`config.mk`:
```
export PLATFORM = sky130hd
export DESIGN_NAME = spike_sched_flat
export DESIGN_NICKNAME = d
export VERILOG_FILES = /design/src/rtl/spike_pkg.sv /design/src/rtl/spike_sched_if.sv /design/src/rtl/spike_sched_rr_arbiter.sv /design/src/rtl/spike_sched.sv /design/src/flat_wrapper.sv
export SDC_FILE = /design/constraint.sdc
export NUM_CORES = 1
export LEC_CHECK = 0
export ABC_AREA = 0
export BUFFER_PORTS_ARGS = -buffer_cell sky130_fd_sc_hd__buf_2
export CAP_MARGIN = 15
export CORE_MARGIN = 8
export CORE_UTILIZATION = 50
export CTS_CLUSTER_DIAMETER = 120
export DETAILED_ROUTE_END_ITERATION = 6
export GPL_TIMING_DRIVEN = 0
export PLACE_DENSITY = 0.74
export REMOVE_ABC_BUFFERS = 1
export SYNTH_ARGS = -nofsm -noshare
export SYNTH_HDL_FRONTEND = slang
export SYNTH_SLANG_ARGS = --single-unit
```
`constraint.sdc`:
```
create_clock -name clk -period 7.9 [get_ports clk]
set_clock_uncertainty 0.15 [all_clocks]
set_input_delay 0.79 -clock clk [delete_from_list [all_inputs] [get_ports clk]]
set_output_delay 0.79 -clock clk [all_outputs]
set_load 0.1 [all_outputs]
```
`src/rtl/spike_pkg.sv`:
```
// rtl/spike_pkg.sv - shared constants, derived widths and scheduler state encoding
// Purpose: one place for channel/feature geometry used by the scheduler, its
//          arbiter and the bus interface.
// Ports:   none (package).
package spike_pkg;

  localparam int CHANNEL_COUNT     = 16;
  localparam int FEATURES          = 3;
  localparam int FEATURE_BIT_DEPTH = 10;

  localparam int CH_W  = $clog2(CHANNEL_COUNT);       // channel index width
  localparam int VEC_W = FEATURES * FEATURE_BIT_DEPTH; // one spike vector
  localparam int LP_W  = $clog2(FEATURES);            // engine level/path width

  typedef enum logic [1:0] {
    SCHED_IDLE   = 2'd0,
    SCHED_ISSUE  = 2'd1,
    SCHED_WAIT   = 2'd2,
    SCHED_OUTPUT = 2'd3
  } sched_state_e;

endpackage

```
`src/rtl/spike_sched_if.sv`:
```
// rtl/spike_sched_if.sv - request, engine and result signal bundle for spike_sched
// Purpose: groups the per-channel request slots, the engine start/done handshake
//          and the result handshake.
// Modports: master = scheduler side, slave = channels/engine/sink side.
interface spike_sched_if;
  import spike_pkg::*;

  logic [CHANNEL_COUNT-1:0]       req_valid;
  logic [CHANNEL_COUNT*VEC_W-1:0] req_features;
  logic [CHANNEL_COUNT-1:0]       req_ready;

  logic                           eng_start;
  logic [CH_W-1:0]                eng_channel;
  logic [VEC_W-1:0]               eng_features;
  logic                           eng_done;
  logic [LP_W-1:0]                eng_level;
  logic [LP_W-1:0]                eng_path;

  logic                           res_valid;
  logic                           res_ready;
  logic [CH_W-1:0]                res_channel;
  logic [LP_W-1:0]                res_level;
  logic [LP_W-1:0]                res_path;
  logic                           res_error;

  modport master (
    input  req_valid, req_features, eng_done, eng_level, eng_path, res_ready,
    output req_ready, eng_start, eng_channel, eng_features,
           res_valid, res_channel, res_level, res_path, res_error
  );

  modport slave (
    output req_valid, req_features, eng_done, eng_level, eng_path, res_ready,
    input  req_ready, eng_start, eng_channel, eng_features,
           res_valid, res_channel, res_level, res_path, res_error
  );

endinterface

```
`src/rtl/spike_sched_rr_arbiter.sv`:
```
// rtl/spike_sched_rr_arbiter.sv - combinational round-robin priority select
// Purpose: picks the first set request bit at or after ptr_i, ascending, wrapping
//          from CHANNEL_COUNT-1 back to 0.
// Ports:   req_i         request bitmap (full slots)
//          ptr_i         search start position
//          grant_valid_o at least one request set
//          grant_index_o index of the selected request
module rr_arbiter
  import spike_pkg::*;
(
  input  logic [CHANNEL_COUNT-1:0] req_i,
  input  logic [CH_W-1:0]          ptr_i,
  output logic                     grant_valid_o,
  output logic [CH_W-1:0]          grant_index_o
);

  localparam logic [CH_W:0] N_W = (CH_W+1)'(CHANNEL_COUNT);

  logic [CH_W:0]   sum;
  logic [CH_W-1:0] idx;

  always_comb begin
    grant_valid_o = 1'b0;
    grant_index_o = '0;
    sum           = '0;
    idx           = '0;
    for (int i = 0; i < CHANNEL_COUNT; i++) begin
      // One extra bit so the wrap works for any channel count, not just powers of two.
      sum = {1'b0, ptr_i} + (CH_W+1)'(i);
      if (sum >= N_W) begin
        sum = sum - N_W;
      end
      idx = sum[CH_W-1:0];
      if (!grant_valid_o && req_i[idx]) begin
        grant_valid_o = 1'b1;
        grant_index_o = idx;
      end
    end
  end

endmodule

```
`src/rtl/spike_sched.sv`:
```
// rtl/spike_sched.sv - round-robin scheduler sharing one decision-tree engine across channels
// Purpose: per-channel one-entry slots feed a single engine; results return tagged
//          with the channel, or as an error if the engine times out.
// Ports:   clk    clock
//          reset  asynchronous active-low reset
//          bus    spike_sched_if.master (requests, engine handshake, results)
// Params:  TIMEOUT  cycles allowed from eng_start to eng_done before abort
module spike_sched
  import spike_pkg::*;
#(
  parameter int TIMEOUT = 64
) (
  input  logic          clk,
  input  logic          reset,
  spike_sched_if.master bus
);

  localparam int TW = (TIMEOUT > 1) ? $clog2(TIMEOUT) : 1;

  sched_state_e             state_q;
  logic [CHANNEL_COUNT-1:0] slot_full_q, slot_full_d;
  logic [CHANNEL_COUNT-1:0] slot_load, slot_clear;
  logic [VEC_W-1:0]         slot_vec_q [CHANNEL_COUNT];
  logic [CH_W-1:0]          rr_ptr_q;
  logic [TW-1:0]            tcnt_q;

  logic                     eng_start_q;
  logic [CH_W-1:0]          eng_channel_q;
  logic [VEC_W-1:0]         eng_features_q;
  logic                     res_valid_q;
  logic [CH_W-1:0]          res_channel_q;
  logic [LP_W-1:0]          res_level_q;
  logic [LP_W-1:0]          res_path_q;
  logic                     res_error_q;

  logic                     grant_valid;
  logic [CH_W-1:0]          grant_index;

  rr_arbiter u_arb (
    .req_i         (slot_full_q),
    .ptr_i         (rr_ptr_q),
    .grant_valid_o (grant_valid),
    .grant_index_o (grant_index)
  );

  // A slot loads only when empty and clears only when full (granted), so the
  // two never collide on the same channel.
  always_comb begin
    slot_load  = bus.req_valid & ~slot_full_q;
    slot_clear = '0;
    if (state_q == SCHED_ISSUE) begin
      slot_clear[eng_channel_q] = 1'b1;
    end
    slot_full_d = slot_load | (slot_full_q & ~slot_clear);
  end

  always_ff @(posedge clk or negedge reset) begin
    if (!reset) begin
      slot_full_q <= '0;
      for (int c = 0; c < CHANNEL_COUNT; c++) begin
        slot_vec_q[c] <= '0;
      end
    end else begin
      slot_full_q <= slot_full_d;
      for (int c = 0; c < CHANNEL_COUNT; c++) begin
        if (slot_load[c]) begin
          slot_vec_q[c] <= bus.req_features[c*VEC_W +: VEC_W];
        end
      end
    end
  end

  always_ff @(posedge clk or negedge reset) begin
    if (!reset) begin
      state_q        <= SCHED_IDLE;
      rr_ptr_q       <= '0;
      tcnt_q         <= '0;
      eng_start_q    <= 1'b0;
      eng_channel_q  <= '0;
      eng_features_q <= '0;
      res_valid_q    <= 1'b0;
      res_channel_q  <= '0;
      res_level_q    <= '0;
      res_path_q     <= '0;
      res_error_q    <= 1'b0;
    end else begin
      eng_start_q <= 1'b0;
      case (state_q)
        SCHED_IDLE: begin
          if (grant_valid) begin
            eng_channel_q  <= grant_index;
            eng_features_q <= slot_vec_q[grant_index];
            eng_start_q    <= 1'b1;  // high for exactly the ISSUE cycle
            state_q        <= SCHED_ISSUE;
          end
        end
        SCHED_ISSUE: begin
          tcnt_q  <= '0;
          state_q <= SCHED_WAIT;
        end
        SCHED_WAIT: begin
          if (bus.eng_done) begin
            res_valid_q   <= 1'b1;
            res_channel_q <= eng_channel_q;
            res_level_q   <= bus.eng_level;
            res_path_q    <= bus.eng_path;
            res_error_q   <= 1'b0;
            state_q       <= SCHED_OUTPUT;
          end else if (tcnt_q == TW'(TIMEOUT-1)) begin
            res_valid_q   <= 1'b1;
            res_channel_q <= eng_channel_q;
            res_level_q   <= '0;
            res_path_q    <= '0;
            res_error_q   <= 1'b1;
            state_q       <= SCHED_OUTPUT;
          end else begin
            tcnt_q <= tcnt_q + 1'b1;
          end
        end
        SCHED_OUTPUT: begin
          if (bus.res_ready) begin
            res_valid_q <= 1'b0;
            rr_ptr_q    <= (eng_channel_q == CH_W'(CHANNEL_COUNT-1)) ? '0 : eng_channel_q + 1'b1;
            state_q     <= SCHED_IDLE;
          end
        end
        default: state_q <= SCHED_IDLE;
      endcase
    end
  end

  assign bus.req_ready    = ~slot_full_q;
  assign bus.eng_start    = eng_start_q;
  assign bus.eng_channel  = eng_channel_q;
  assign bus.eng_features = eng_features_q;
  assign bus.res_valid    = res_valid_q;
  assign bus.res_channel  = res_channel_q;
  assign bus.res_level    = res_level_q;
  assign bus.res_path     = res_path_q;
  assign bus.res_error    = res_error_q;

endmodule

```
`src/flat_wrapper.sv`:
```
// flat-port wrapper written by rule: the top's interface ports become plain ports
module spike_sched_flat import spike_pkg::*;
#(
  parameter int TIMEOUT = 64
)
  (clk, reset, bus_req_valid, bus_req_features, bus_eng_done, bus_eng_level, bus_eng_path, bus_res_ready, bus_req_ready, bus_eng_start, bus_eng_channel, bus_eng_features, bus_res_valid, bus_res_channel, bus_res_level, bus_res_path, bus_res_error);
  spike_sched_if bus_i ();
  input  logic clk;
  input  logic reset;
  input wire logic [$bits(bus_i.req_valid)-1:0] bus_req_valid;
  input wire logic [$bits(bus_i.req_features)-1:0] bus_req_features;
  input wire logic [$bits(bus_i.eng_done)-1:0] bus_eng_done;
  input wire logic [$bits(bus_i.eng_level)-1:0] bus_eng_level;
  input wire logic [$bits(bus_i.eng_path)-1:0] bus_eng_path;
  input wire logic [$bits(bus_i.res_ready)-1:0] bus_res_ready;
  output wire logic [$bits(bus_i.req_ready)-1:0] bus_req_ready;
  output wire logic [$bits(bus_i.eng_start)-1:0] bus_eng_start;
  output wire logic [$bits(bus_i.eng_channel)-1:0] bus_eng_channel;
  output wire logic [$bits(bus_i.eng_features)-1:0] bus_eng_features;
  output wire logic [$bits(bus_i.res_valid)-1:0] bus_res_valid;
  output wire logic [$bits(bus_i.res_channel)-1:0] bus_res_channel;
  output wire logic [$bits(bus_i.res_level)-1:0] bus_res_level;
  output wire logic [$bits(bus_i.res_path)-1:0] bus_res_path;
  output wire logic [$bits(bus_i.res_error)-1:0] bus_res_error;
  assign bus_i.req_valid = bus_req_valid;
  assign bus_i.req_features = bus_req_features;
  assign bus_i.eng_done = bus_eng_done;
  assign bus_i.eng_level = bus_eng_level;
  assign bus_i.eng_path = bus_eng_path;
  assign bus_i.res_ready = bus_res_ready;
  assign bus_req_ready = bus_i.req_ready;
  assign bus_eng_start = bus_i.eng_start;
  assign bus_eng_channel = bus_i.eng_channel;
  assign bus_eng_features = bus_i.eng_features;
  assign bus_res_valid = bus_i.res_valid;
  assign bus_res_channel = bus_i.res_channel;
  assign bus_res_level = bus_i.res_level;
  assign bus_res_path = bus_i.res_path;
  assign bus_res_error = bus_i.res_error;
  spike_sched #(.TIMEOUT(TIMEOUT)) u_core (.clk(clk), .reset(reset), .bus(bus_i));
endmodule
```
Word-level counts from Yosys, hierarchy flattened --
Index checks and enable logic that the tools add are counted.
Word-level totals: register bits 553, word-level logic and storage cells 260
Cells by class: equal/unequal tests 10, muxes and demuxes 107, bitwise logic cells 6, reductions and logical operators 41, magnitude comparators 35, add/subtract/negate cells 33
Operators by type and width (count):
- 4-bit two-way mux | 35
- 30-bit binary-select mux with 4-bit select | 1
- 4-bit by 5-bit less-than comparator with 1-bit output, second input constant | 17
- 5-bit >= comparator, second input constant | 16
- 1-bit binary-select mux with 4-bit select | 16
- 4-bit by 1-bit subtractor with 4-bit output, second input constant | 16
- 30-bit two-way mux | 2
- 4-bit by 4-bit adder with 5-bit output, second input constant | 8
- 1-bit two-way mux | 39
- 16-bit AND | 2
- 16-bit inverter | 2
- 4-bit by 3-bit adder with 5-bit output, second input constant | 4
- 1-bit logical AND | 16
- 16-bit two-way mux | 1
- 16-bit OR | 1
- 1-bit zero test | 15
- 2-bit two-way mux | 7
- 6-bit two-way mux | 2
- 6-bit case mux with 2 select lines | 1
- 4-bit by 2-bit adder with 5-bit output, second input constant | 2
- 3-bit AND reduction | 3
- 2-bit case mux with 4 select lines | 1
- 6-bit by 1-bit adder with 6-bit output, second input constant | 1
- 6-bit equality test, second input constant | 1
- 16 further kinds | 23

Longest topological paths before layout --
Gate-level depths: netlist of run 1.
depth in word-level cells 54, mapped depth 23, gate-level depth less buffers 13

Modules after synthesis --
A second synthesis of run 1 with hierarchy kept.
Second synthesis, totals: cells, all modules 2073, area, all modules 27346.2 um^2
By module, submodules not included:
- spike_sched | instances 1, cells each 1793, area an instance 24873.9 um^2
- rr_arbiter | instances 1, cells each 280, area an instance 2472.4 um^2

Worst setup path before layout of run 1 --
OpenSTA, ideal clock, no wires.
path kind reg2reg, start point register u_core.rr_ptr_q[1], end point register u_core.eng_features_q[10], in the netlist u_core.bus.eng_features[10], stages on the path, launching flop included 21, path slack 2.366 ns, period minus slack after synthesis 5.534 ns, arrival 5.252 ns, library setup time 0.133 ns, cell sequence dfrtp_1 buf_2 buf_2 clkbuf_1 inv_1 ha_1 buf_6 mux4_2 mux2_2 mux2_4 buf_2 or4b_1 a21oi_1 a211oi_1 o211a_1 buf_2 nor2_8 buf_2 mux2_2 o221ai_1 nand4_1
On the way: word-level cells in the longest chain between the ends 54, elaborated cells on any way between the ends 162
Ends and longest elaborated chain:
- start: declaration | line spike_sched.sv:24 | logic [CH_W-1:0] rr_ptr_q;
- start signal: assignment | line spike_sched.sv:123 | rr_ptr_q <= (eng_channel_q == CH_W'(CHANNEL_COUNT-1)) ? '0 : eng_channel_q + 1'b1;
- parallel branches: the longest is 54 deep, another holds 4-bit by 1-bit adder with 5-bit output
- end signal: assignment | line spike_sched.sv:92 | eng_features_q <= slot_vec_q[grant_index];
- end: declaration | line spike_sched.sv:29 | logic [VEC_W-1:0] eng_features_q;
Several ways; the timed one is not identified. The select of a mux whose other input is x is not followed. A chain may end at the register's enable or synchronous reset.

Worst setup path in the final report of run 1 --
start point register u_core.rr_ptr_q[1], end point register u_core.eng_features_q[23], in the netlist u_core.bus.eng_features[23]
The elaborated chain is that of the path after synthesis.

==> impl_metrics.env, run 1 <==
export IMPL_cp_required_ns=8.24
export IMPL_clockRootBuffer="clkbuf_16"
export IMPL_fmax_mhz=128
export IMPL_synth_cells=2209
export IMPL_core_area_um2=55000
export IMPL_power_leakage_nw=15.2
export IMPL_max_slew_margin_pct=33.0
export IMPL_hold_viol_final=0
export IMPL_vias=21563
export IMPL_synth_area_top_cells="dfrtp_1, mux2_2, mux2i_1"
export IMPL_pwr_density_cell_nw_per_um2=544
export IMPL_htree_levels=2
export IMPL_num_fill_cells=4292
export IMPL_fin_crit_ns=7.79
export IMPL_cts_made_buffers=57
export IMPL_hpwl_um=73600
export IMPL_yosys_warnings=0
export IMPL_die_width_um=251
export IMPL_routed_via_density=6.08
export IMPL_area_growth_pct=22.4
export IMPL_placed_cell_area_um2=31700
export IMPL_synth_area_um2=27700
export IMPL_startpoint_type="flop"
export IMPL_grt_pass1_vias=22627
export IMPL_antenna_found_initial=54
export IMPL_hold_path_class="in -> async"
export IMPL_r2r_end="u_core.bus.eng_features[23]$_DFFE_PN0P_"
export IMPL_drc=0
export IMPL_fin_area_um2=33900
export IMPL_rsz0062_at_grt="false"
export IMPL_endpoint_kind="flop"
export IMPL_dp_slack_ns=-0.409
export IMPL_yosysTopAreaCell="dfrtp_1"
export IMPL_max_stage_delay_ns=0.86
export IMPL_r2r_setup_slack_ns=0.11
export IMPL_async_flop_share_pct=100
export IMPL_yosysUniqueCellTypes=91
export IMPL_gp_congestion=0.931
export IMPL_wl_um=99200
export IMPL_clk_insertion_delay_late_ns=0.64
export IMPL_die_area_um2=63200
export IMPL_yosysSeqAreaShare_pct=50.0
export IMPL_cp_max_fo=29
export IMPL_io_pin_count=565
export IMPL_arrival_ns=8.13
export IMPL_cp_slowest_cell="dfrtp_1"
export IMPL_critPathKind="reg -> reg"
export IMPL_dr_pass1_iters=7
export IMPL_crit_chain="buf_8, inv_1, ha_2, mux4_2, mux2_2, mux2_4, nor4_4, nand3_1, a211oi_1, a2111oi_4, a21oi_4, buf_12, nand2_2, o221ai_1, nand4_1"
export IMPL_routedWlPerCell_um=28.0
export IMPL_overflow=0
export IMPL_io_buffers=564
export IMPL_grt_max_degree=128
export IMPL_die_h_um=251
export IMPL_period_share_pct=98.6
export IMPL_initialDrtViolationCount=1523
export IMPL_row_count=86
export IMPL_clock_sinks=553
export IMPL_drv_slew=0
export IMPL_grt_pass1_wl_um=145000
export IMPL_ctsHoldBuffers=0
export IMPL_finalWorstSetupSlack_ns=0.109
export IMPL_final_nets=3234
export IMPL_cts_tree="done"
export IMPL_clkTransAtPathRegs_ns=0.06
export IMPL_worst_pin_slew_ns=1.00
export IMPL_synth_top_area_share_pct=50.0
export IMPL_setup_tns_ns=0
export IMPL_ctsLongestPathBuffers=3
export IMPL_drive_gt1_share_pct=47.3
export IMPL_outcome="finished clean"
export IMPL_syn_area_per_cell_um2=12.5
export IMPL_r2r_cells=15
export IMPL_synthFlopType="dfrtp_1"
export IMPL_fin_util_pct=61.7
export IMPL_maxCapViolCount=0
export IMPL_synth_ff_latch_count=553
export IMPL_irDropWorstVdd_mv=0.408
export IMPL_reg2reg_from="u_core.rr_ptr_q[1]$_DFFE_PN0P_"
export IMPL_drtAntennaViolNets=0
export IMPL_grt_use_total_pct=30.3
export IMPL_initial_utilization_pct=50.4
export IMPL_synth_edf_count=0
export IMPL_setup_viol=0
## cells in the final DEF (no fill, tap or decap), types with 17 or more instances in the layout
cell type    n
o22a_1      17
nand2_1    169
nand2b_1    17
nand4_1     38
nor2_1      35
o221ai_1    27
a21oi_1     20
diode_2     38
a31oi_1     29
mux2_2     522
buf_12      18
inv_1       27
dfrtp_1    552
clkbuf_16   57
mux2i_1    174
nand3_1     94
o21ai_0     62
buf_2      564
mux4_2      30
## kinds of logic after synthesis
group                      after synthesis  synth area share, %
and+or+nand+nor                        429                 7.83
xor gates and xnor gates                16                0.533
buffers and inverters                  187                 3.17
AOI/OAI and AO/OA                      277                 7.58
adders and majority gates               16                0.723
muxes                                  731                 30.2
DFF                                    553                 50.0
## registers in the layout, indices dropped and copies added (netlist names)
register                 cells
u_core.bus.res_path          2
u_core.tcnt_q                6
u_core.slot_vec_q          480
u_core.bus.res_valid         1
u_core.bus.res_error         1
u_core.bus.eng_features     30
u_core.rr_ptr_q              4
u_core.slot_full_q          16
u_core.bus.eng_channel       4
u_core.bus.res_level         2
u_core.state_q               2
u_core.bus.eng_start         1
u_core.bus.res_channel       4
## per-stage QoR
step,cells,hold WS [ns],power [mW]
floorplan,2052,0.322,11.9
global placement,3364,0.310,14.4
detailed placement,3402,0.324,15.4
CTS,3508,0.0377,18.4
global route,3537,0.0604,19.3
finish,3547,0.0166,18.4
## cell type report
| cell class | count | area, um^2 | area share (%) |
|---|---|---|---|
| diodes | 38 | 95.1 | 0.281 |
| repair buffers | 603 | 3700 | 10.9 |
| inverters | 30 | 113 | 0.332 |
| clock inverters | 29 | 402 | 1.18 |
| well taps | 748 | 936 | 2.76 |
| clock buffers | 77 | 1610 | 4.75 |
| multi-input cells | 1469 | 13200 | 39.0 |
| flip-flops and latches | 553 | 13800 | 40.8 |
## how the worst max path moves through the flow
stage	start	to	slack [ns]	cells after the start
after floorplan	u_core.rr_ptr_q[1]$_DFFE_PN0P_	u_core.bus.eng_features[0]$_DFFE_PN0P_	-1.42	11
after global placement	u_core.rr_ptr_q[1]$_DFFE_PN0P_	u_core.bus.eng_features[13]$_DFFE_PN0P_	-7.74	12
after detailed placement	u_core.rr_ptr_q[0]$_DFFE_PN0P_	u_core.bus.eng_features[28]$_DFFE_PN0P_	-0.41	12
after CTS	u_core.rr_ptr_q[1]$_DFFE_PN0P_	u_core.bus.eng_features[10]$_DFFE_PN0P_	0.20	15
after global routing	u_core.rr_ptr_q[1]$_DFFE_PN0P_	u_core.bus.eng_features[23]$_DFFE_PN0P_	0.009	15
final	u_core.rr_ptr_q[1]$_DFFE_PN0P_	u_core.bus.eng_features[23]$_DFFE_PN0P_	0.11	15
## repair_timing
item                       in CTS  in global routing
setup endpoints to repair      27                  3
buffers inserted                0                  0
gates resized for setup         5                  3
gates cloned                    0                  0
## cells in the mapped netlist, types with 16 or more instances
master    number
o221ai_1      30
nand2b_1      17
o22a_1        17
ha_1          16
nand3_1       95
clkbuf_1      87
a211oi_1      16
nor2b_1       24
o21ai_0       62
a311o_1       16
nand4_1       38
a31oi_1       29
mux2_2       522
mux4_2        30
a21oi_1       20
buf_2         32
nand2_1      170
dfrtp_1      553
mux2i_1      174
nor2_1        36
inv_1         27
## report_power, final
part | switching, mW | leakage (nW) | internal [mW]
combinational | 6.24 | 7.52 | 4.13
sequential | 0.943 | 6.63 | 4.24
clock | 1.18 | 0.994 | 1.70
total | 8.36 | 15.2 | 10.1
## critical path, delay by kind of cell, from the launching register on
family                     cells  cell delay [ns]
AOI/OAI and AO/OA              4             2.07
adders and majority gates      1             0.81
DFF                            1             0.86
buffers and inverters          3             0.80
and+or+nand+nor                4             1.52
muxes                          3             1.39
## metal layers
metal / part of all wire, % / track usage (%)
met5: 0.23 / 0
met2: 49 / 50.0
met4: 3.7 / 12.9
met1: 39 / 37.7
met3: 8.4 / 7.79
Power figures use the tool's default switching activity.
==> run 2, diff against run 1 <==
Clock period 7.9 ns to 9.55 ns, I/O delays scaled along.
==> impl_metrics.env, run 2 (synthesized netlist as in run 1, its figures left out) <==
export IMPL_io_pin_count=565
export IMPL_hpwl_um=73600
export IMPL_maxCapViolCount=0
export IMPL_fmax_mhz=122
export IMPL_grt_pass1_wl_um=145000
export IMPL_hold_path_class="in -> async"
export IMPL_endpoint_kind="flop"
export IMPL_ctsLongestPathBuffers=3
export IMPL_overflow=0
export IMPL_fin_area_um2=33900
export IMPL_clk_insertion_delay_late_ns=0.64
export IMPL_max_stage_delay_ns=1.07
export IMPL_startpoint_type="flop"
export IMPL_crit_buf_inv=3
export IMPL_crit_chain="buf_8, inv_1, ha_1, mux4_2, mux2_2, a2111oi_4, nand4_4, o31ai_4, buf_16, a21o_2, or2_1, o32ai_1, or3b_1"
export IMPL_crit_family="compound AO/OA/AOI/OAI gates"
export IMPL_top_register="u_core.slot_vec_q"
export IMPL_arrival_ns=8.56
export IMPL_core_area_um2=55000
export IMPL_hold_viol_final=0
export IMPL_largest_reg_flops=480
export IMPL_grt_use_total_pct=30.3
export IMPL_pwr_density_cell_nw_per_um2=450
export IMPL_cts_tree="done"
export IMPL_grt_max_degree=128
export IMPL_final_nets=3236
export IMPL_vias=21597
export IMPL_area_growth_pct=22.4
export IMPL_clock_sinks=553
export IMPL_wl_um=99200
export IMPL_cts_made_buffers=57
export IMPL_ctsHoldBuffers=0
export IMPL_irDropWorstVdd_mv=0.339
export IMPL_period_share_pct=86.0
export IMPL_outcome="finished clean"
export IMPL_most_common_layout_cells="buf_2, dfrtp_1, mux2_2"
export IMPL_critPathKind="reg -> reg"
export IMPL_cp_required_ns=9.89
export IMPL_drc=0
export IMPL_drive_gt1_share_pct=47.1
export IMPL_grt_pass1_vias=22625
export IMPL_dr_pass1_iters=5
export IMPL_clkTransAtPathRegs_ns=0.06
export IMPL_htree_levels=2
export IMPL_routedWlPerCell_um=27.9
export IMPL_routed_via_density=6.08
export IMPL_drtAntennaViolNets=0
export IMPL_power_leakage_nw=15.2
export IMPL_io_buffers=564
export IMPL_rsz0062_at_grt="false"
export IMPL_die_width_um=251
export IMPL_row_count=86
export IMPL_postCtsSetupBuffers=0
export IMPL_gp_congestion=0.931
export IMPL_initialDrtViolationCount=1616
export IMPL_initial_utilization_pct=50.4
export IMPL_layout_commonest_cell="buf_2"
export IMPL_antenna_found_initial=54
export IMPL_die_h_um=251
export IMPL_postCtsResizedCells=0
export IMPL_cp_slowest_cell="ha_1"
export IMPL_setup_viol=0
export IMPL_placed_cell_area_um2=31700
export IMPL_drv_slew=0
export IMPL_fin_crit_ns=8.21
export IMPL_worst_pin_slew_ns=1.06
export IMPL_max_slew_margin_pct=29.2
export IMPL_clockRootBuffer="clkbuf_16"
export IMPL_die_area_um2=63200
export IMPL_fin_util_pct=61.7
export IMPL_cp_max_fo=32
-- run 2: cell types whose count changed in the layout (fill, tap and decap cells not counted), sizes merged --
cell	before	now
buf	603	605
diode	38	39
-- run 2: layout make-up --
type                            count  area (um^2)
Antenna cell                       39         97.6
Clock buffer                       77         1610
Clock inverter                     29          402
Fill cell                        4296        21100
Inverter                           30          113
Multi-Input combinational cell   1469        13200
Sequential cell                   553        13800
Tap cell                          748          936
Timing Repair Buffer              605         3740
-- run 2: path summary, 6_finish.rpt --
kind / depth (start not counted) / endpoint / slack, ns / start
worst max-delay path: 13 / u_core.bus.eng_features[28]$_DFFE_PN0P_ / 1.34 / u_core.rr_ptr_q[1]$_DFFE_PN0P_
worst min-delay path: 1 / u_core.slot_vec_q[39]$_DFFE_PN0P_ / 0.19 / reset
worst max register to register: 13 / u_core.bus.eng_features[28]$_DFFE_PN0P_ / 1.34 / u_core.rr_ptr_q[1]$_DFFE_PN0P_
worst min register to register: 2 / u_core.bus.eng_features[29]$_DFFE_PN0P_ / 0.34 / u_core.bus.eng_features[29]$_DFFE_PN0P_
max in group asynchronous: 4 / u_core.slot_vec_q[250]$_DFFE_PN0P_ / 6.98 / reset
min in group clk: 2 / u_core.bus.eng_features[29]$_DFFE_PN0P_ / 0.34 / u_core.bus.eng_features[29]$_DFFE_PN0P_
-- run 2: stage by stage --
| stage | total power [mW] | hold slack, ns | setup slack, ns | TNS (ns) | cells |
|---|---|---|---|---|---|
| 6_report | 15.3 | 0.189 | 1.34 | 0 | 3550 |
| 5_1_grt | 15.9 | 0.225 | 1.07 | 0 | 3539 |
| 4_1_cts | 15.2 | 0.203 | 1.25 | 0 | 3508 |
| 3_5_place_dp | 12.8 | 0.324 | 1.24 | 0 | 3402 |
| 3_3_place_gp | 12.0 | 0.310 | -6.09 | -2122.40 | 3364 |
| 2_1_floorplan | 9.93 | 0.322 | 0.228 | 0 | 2052 |
-- run 2: worst register-to-register path, stage by stage, from the launching register on --
cell and delay (ns):
dfrtp_1 0.85, buf_8 0.26, inv_1 0.26, ha_1 1.08, mux4_2 0.68, mux2_2 0.36, a2111oi_4 0.66, nand4_4 0.32
o31ai_4 0.89, buf_16 0.24, a21o_2 0.77, or2_1 0.92, o32ai_1 0.26, or3b_1 0.41
-- run 2: layer usage --
layer | vias up | track usage (%) | wire, um
met4 | 38 | 12.9 | 3870
met5 | - | 0 | 232
met1 | 10999 | 37.7 | 38300
li1 | 9234 | - | -
met2 | 1073 | 50.0 | 48400
met3 | 253 | 7.79 | 8430
-- run 2: power by group --
| part | total, mW | switching [mW] | internal (mW) |
|---|---|---|---|
| clock network | 2.39 | 0.981 | 1.41 |
| registers | 4.28 | 0.767 | 3.51 |
| logic | 8.59 | 5.16 | 3.43 |
| total | 15.3 | 6.91 | 8.34 |
==> run 3, diff against run 2 <==
Settings changed: GPL_TIMING_DRIVEN 0 to not set.
==> impl_metrics.env, run 3 (synthesized netlist as in run 1, its figures left out) <==
export IMPL_startpoint_type="flop"
export IMPL_cp_required_ns=9.90
export IMPL_pwr_density_cell_nw_per_um2=445
export IMPL_die_area_um2=63200
export IMPL_initialDrtViolationCount=1819
export IMPL_clockRootBuffer="clkbuf_16"
export IMPL_ff_latch_area_um2=13800
export IMPL_period_share_pct=70.5
export IMPL_cts_made_buffers=57
export IMPL_num_fill_cells=4365
export IMPL_max_slew_margin_pct=28.8
export IMPL_place_inst=3405
export IMPL_hpwl_um=73400
export IMPL_wl_um=102000
export IMPL_worst_pin_slew_ns=1.07
export IMPL_instances_no_fill=3544
export IMPL_die_h_um=251
export IMPL_row_count=86
export IMPL_area_growth_pct=20.1
export IMPL_fin_crit_ns=6.73
export IMPL_fmax_mhz=149
export IMPL_outcome="finished clean"
export IMPL_clock_sinks=553
export IMPL_fin_util_pct=60.5
export IMPL_cts_tree="done"
export IMPL_grt_pass1_vias=23120
export IMPL_critPathKind="reg -> reg"
export IMPL_grt_use_total_pct=31.4
export IMPL_core_area_um2=55000
export IMPL_cp_max_fo=35
export IMPL_crit_family="compound AO/OA/AOI/OAI gates"
export IMPL_postCtsSetupBuffers=0
export IMPL_arrival_ns=7.08
export IMPL_rsz0062_at_grt="false"
export IMPL_most_common_layout_cells="buf_2, dfrtp_1, mux2_2"
export IMPL_final_nets=3236
export IMPL_routed_via_density=6.12
export IMPL_grt_pass1_wl_um=149000
export IMPL_ctsHoldBuffers=0
export IMPL_antenna_found_initial=48
export IMPL_drv_slew=0
export IMPL_htree_levels=2
export IMPL_postCtsResizedCells=0
export IMPL_hold_viol_final=0
export IMPL_drtAntennaViolNets=0
export IMPL_overflow=0
export IMPL_hold_path_class="in -> async"
export IMPL_routedWlPerCell_um=28.9
export IMPL_maxCapViolCount=0
export IMPL_endpoint_kind="flop"
export IMPL_die_width_um=251
export IMPL_multi_input_area_um2=13200
export IMPL_top_register="u_core.slot_vec_q"
export IMPL_drc=0
export IMPL_clk_insertion_delay_late_ns=0.64
export IMPL_grt_max_degree=174
export IMPL_crit_chain="inv_1, ha_1, mux4_2, mux2_2, a2111oi_4, and4_1, o211ai_1, o211a_2, buf_4, nor2_8, buf_4, mux2_2, o221ai_1, nand4_1"
export IMPL_cp_slowest_cell="ha_1"
export IMPL_io_buffers=564
export IMPL_setup_tns_ns=0
export IMPL_largest_reg_flops=480
export IMPL_setup_viol=0
export IMPL_io_pin_count=565
export IMPL_initial_utilization_pct=50.4
export IMPL_max_stage_delay_ns=0.99
export IMPL_clkTransAtPathRegs_ns=0.06
export IMPL_irDropWorstVdd_mv=0.372
export IMPL_vias=21702
export IMPL_layout_commonest_cell="buf_2"
export IMPL_gp_congestion=0.902
export IMPL_drive_gt1_share_pct=47.0
export IMPL_dr_pass1_iters=5
export IMPL_power_leakage_nw=14.9
export IMPL_crit_buf_inv=3
export IMPL_ctsLongestPathBuffers=3
## run 3: cell types whose count changed in the layout (fill, tap and decap cells not counted), sizes merged
| cell | delta |
|---|---|
| clkinv | -7 |
| diode | -1 |
| clkbuf | +6 |
| bufinv | -3 |
| inv | -1 |
## run 3: per-stage QoR
stage,power [mW],hold WS (ns),worst slack [ns],instance area [um^2]
after global placement,12.3,0.310,2.89,31200
after global routing,15.5,0.266,2.55,33300
after floorplan,9.93,0.322,0.228,26900
after detailed placement,12.4,0.318,2.87,31200
final,14.8,0.208,2.82,33300
after CTS,14.8,0.230,2.87,33200
## run 3: per-layer routing
metal	part of all wire [%]	global-route usage (%)	up-vias
li1	-	-	9210
met1	39	39.5	11139
met2	48	50.6	1076
met3	8.3	7.72	251
met4	4.3	15.3	26
met5	0.17	0	-
## run 3: worst paths after layout
path	from	endpoint	slack [ns]	cells past startpoint
setup / recovery	u_core.rr_ptr_q[1]$_DFFE_PN0P_	u_core.bus.eng_features[6]$_DFFE_PN0P_	2.82	14
hold / removal	reset	u_core.slot_vec_q[92]$_DFFE_PN0P_	0.21	1
setup reg to reg	u_core.rr_ptr_q[1]$_DFFE_PN0P_	u_core.bus.eng_features[6]$_DFFE_PN0P_	2.82	14
hold reg to reg	u_core.bus.eng_features[4]$_DFFE_PN0P_	u_core.bus.eng_features[4]$_DFFE_PN0P_	0.33	2
max in group asynchronous	reset	u_core.slot_vec_q[240]$_DFFE_PN0P_	6.79	3
min in group clk	u_core.bus.eng_features[4]$_DFFE_PN0P_	u_core.bus.eng_features[4]$_DFFE_PN0P_	0.33	2
## run 3: final cells by class
type,count,share of cell area (%)
clock inverter,18,0.816
sequential,553,41.6
antenna,38,0.286
multi-input combinational,1469,39.6
timing repair buffer,605,9.55
clock buffer,83,5.00
tap,748,2.81
inverter,30,0.338
## run 3: where the power goes
| part | total (mW) | leakage (nW) | switching [mW] | internal [mW] |
|---|---|---|---|---|
| clock | 2.31 | 0.948 | 0.964 | 1.34 |
| sequential | 4.32 | 6.63 | 0.805 | 3.51 |
| combinational | 8.20 | 7.36 | 5.09 | 3.10 |
| total | 14.8 | 14.9 | 6.86 | 7.96 |
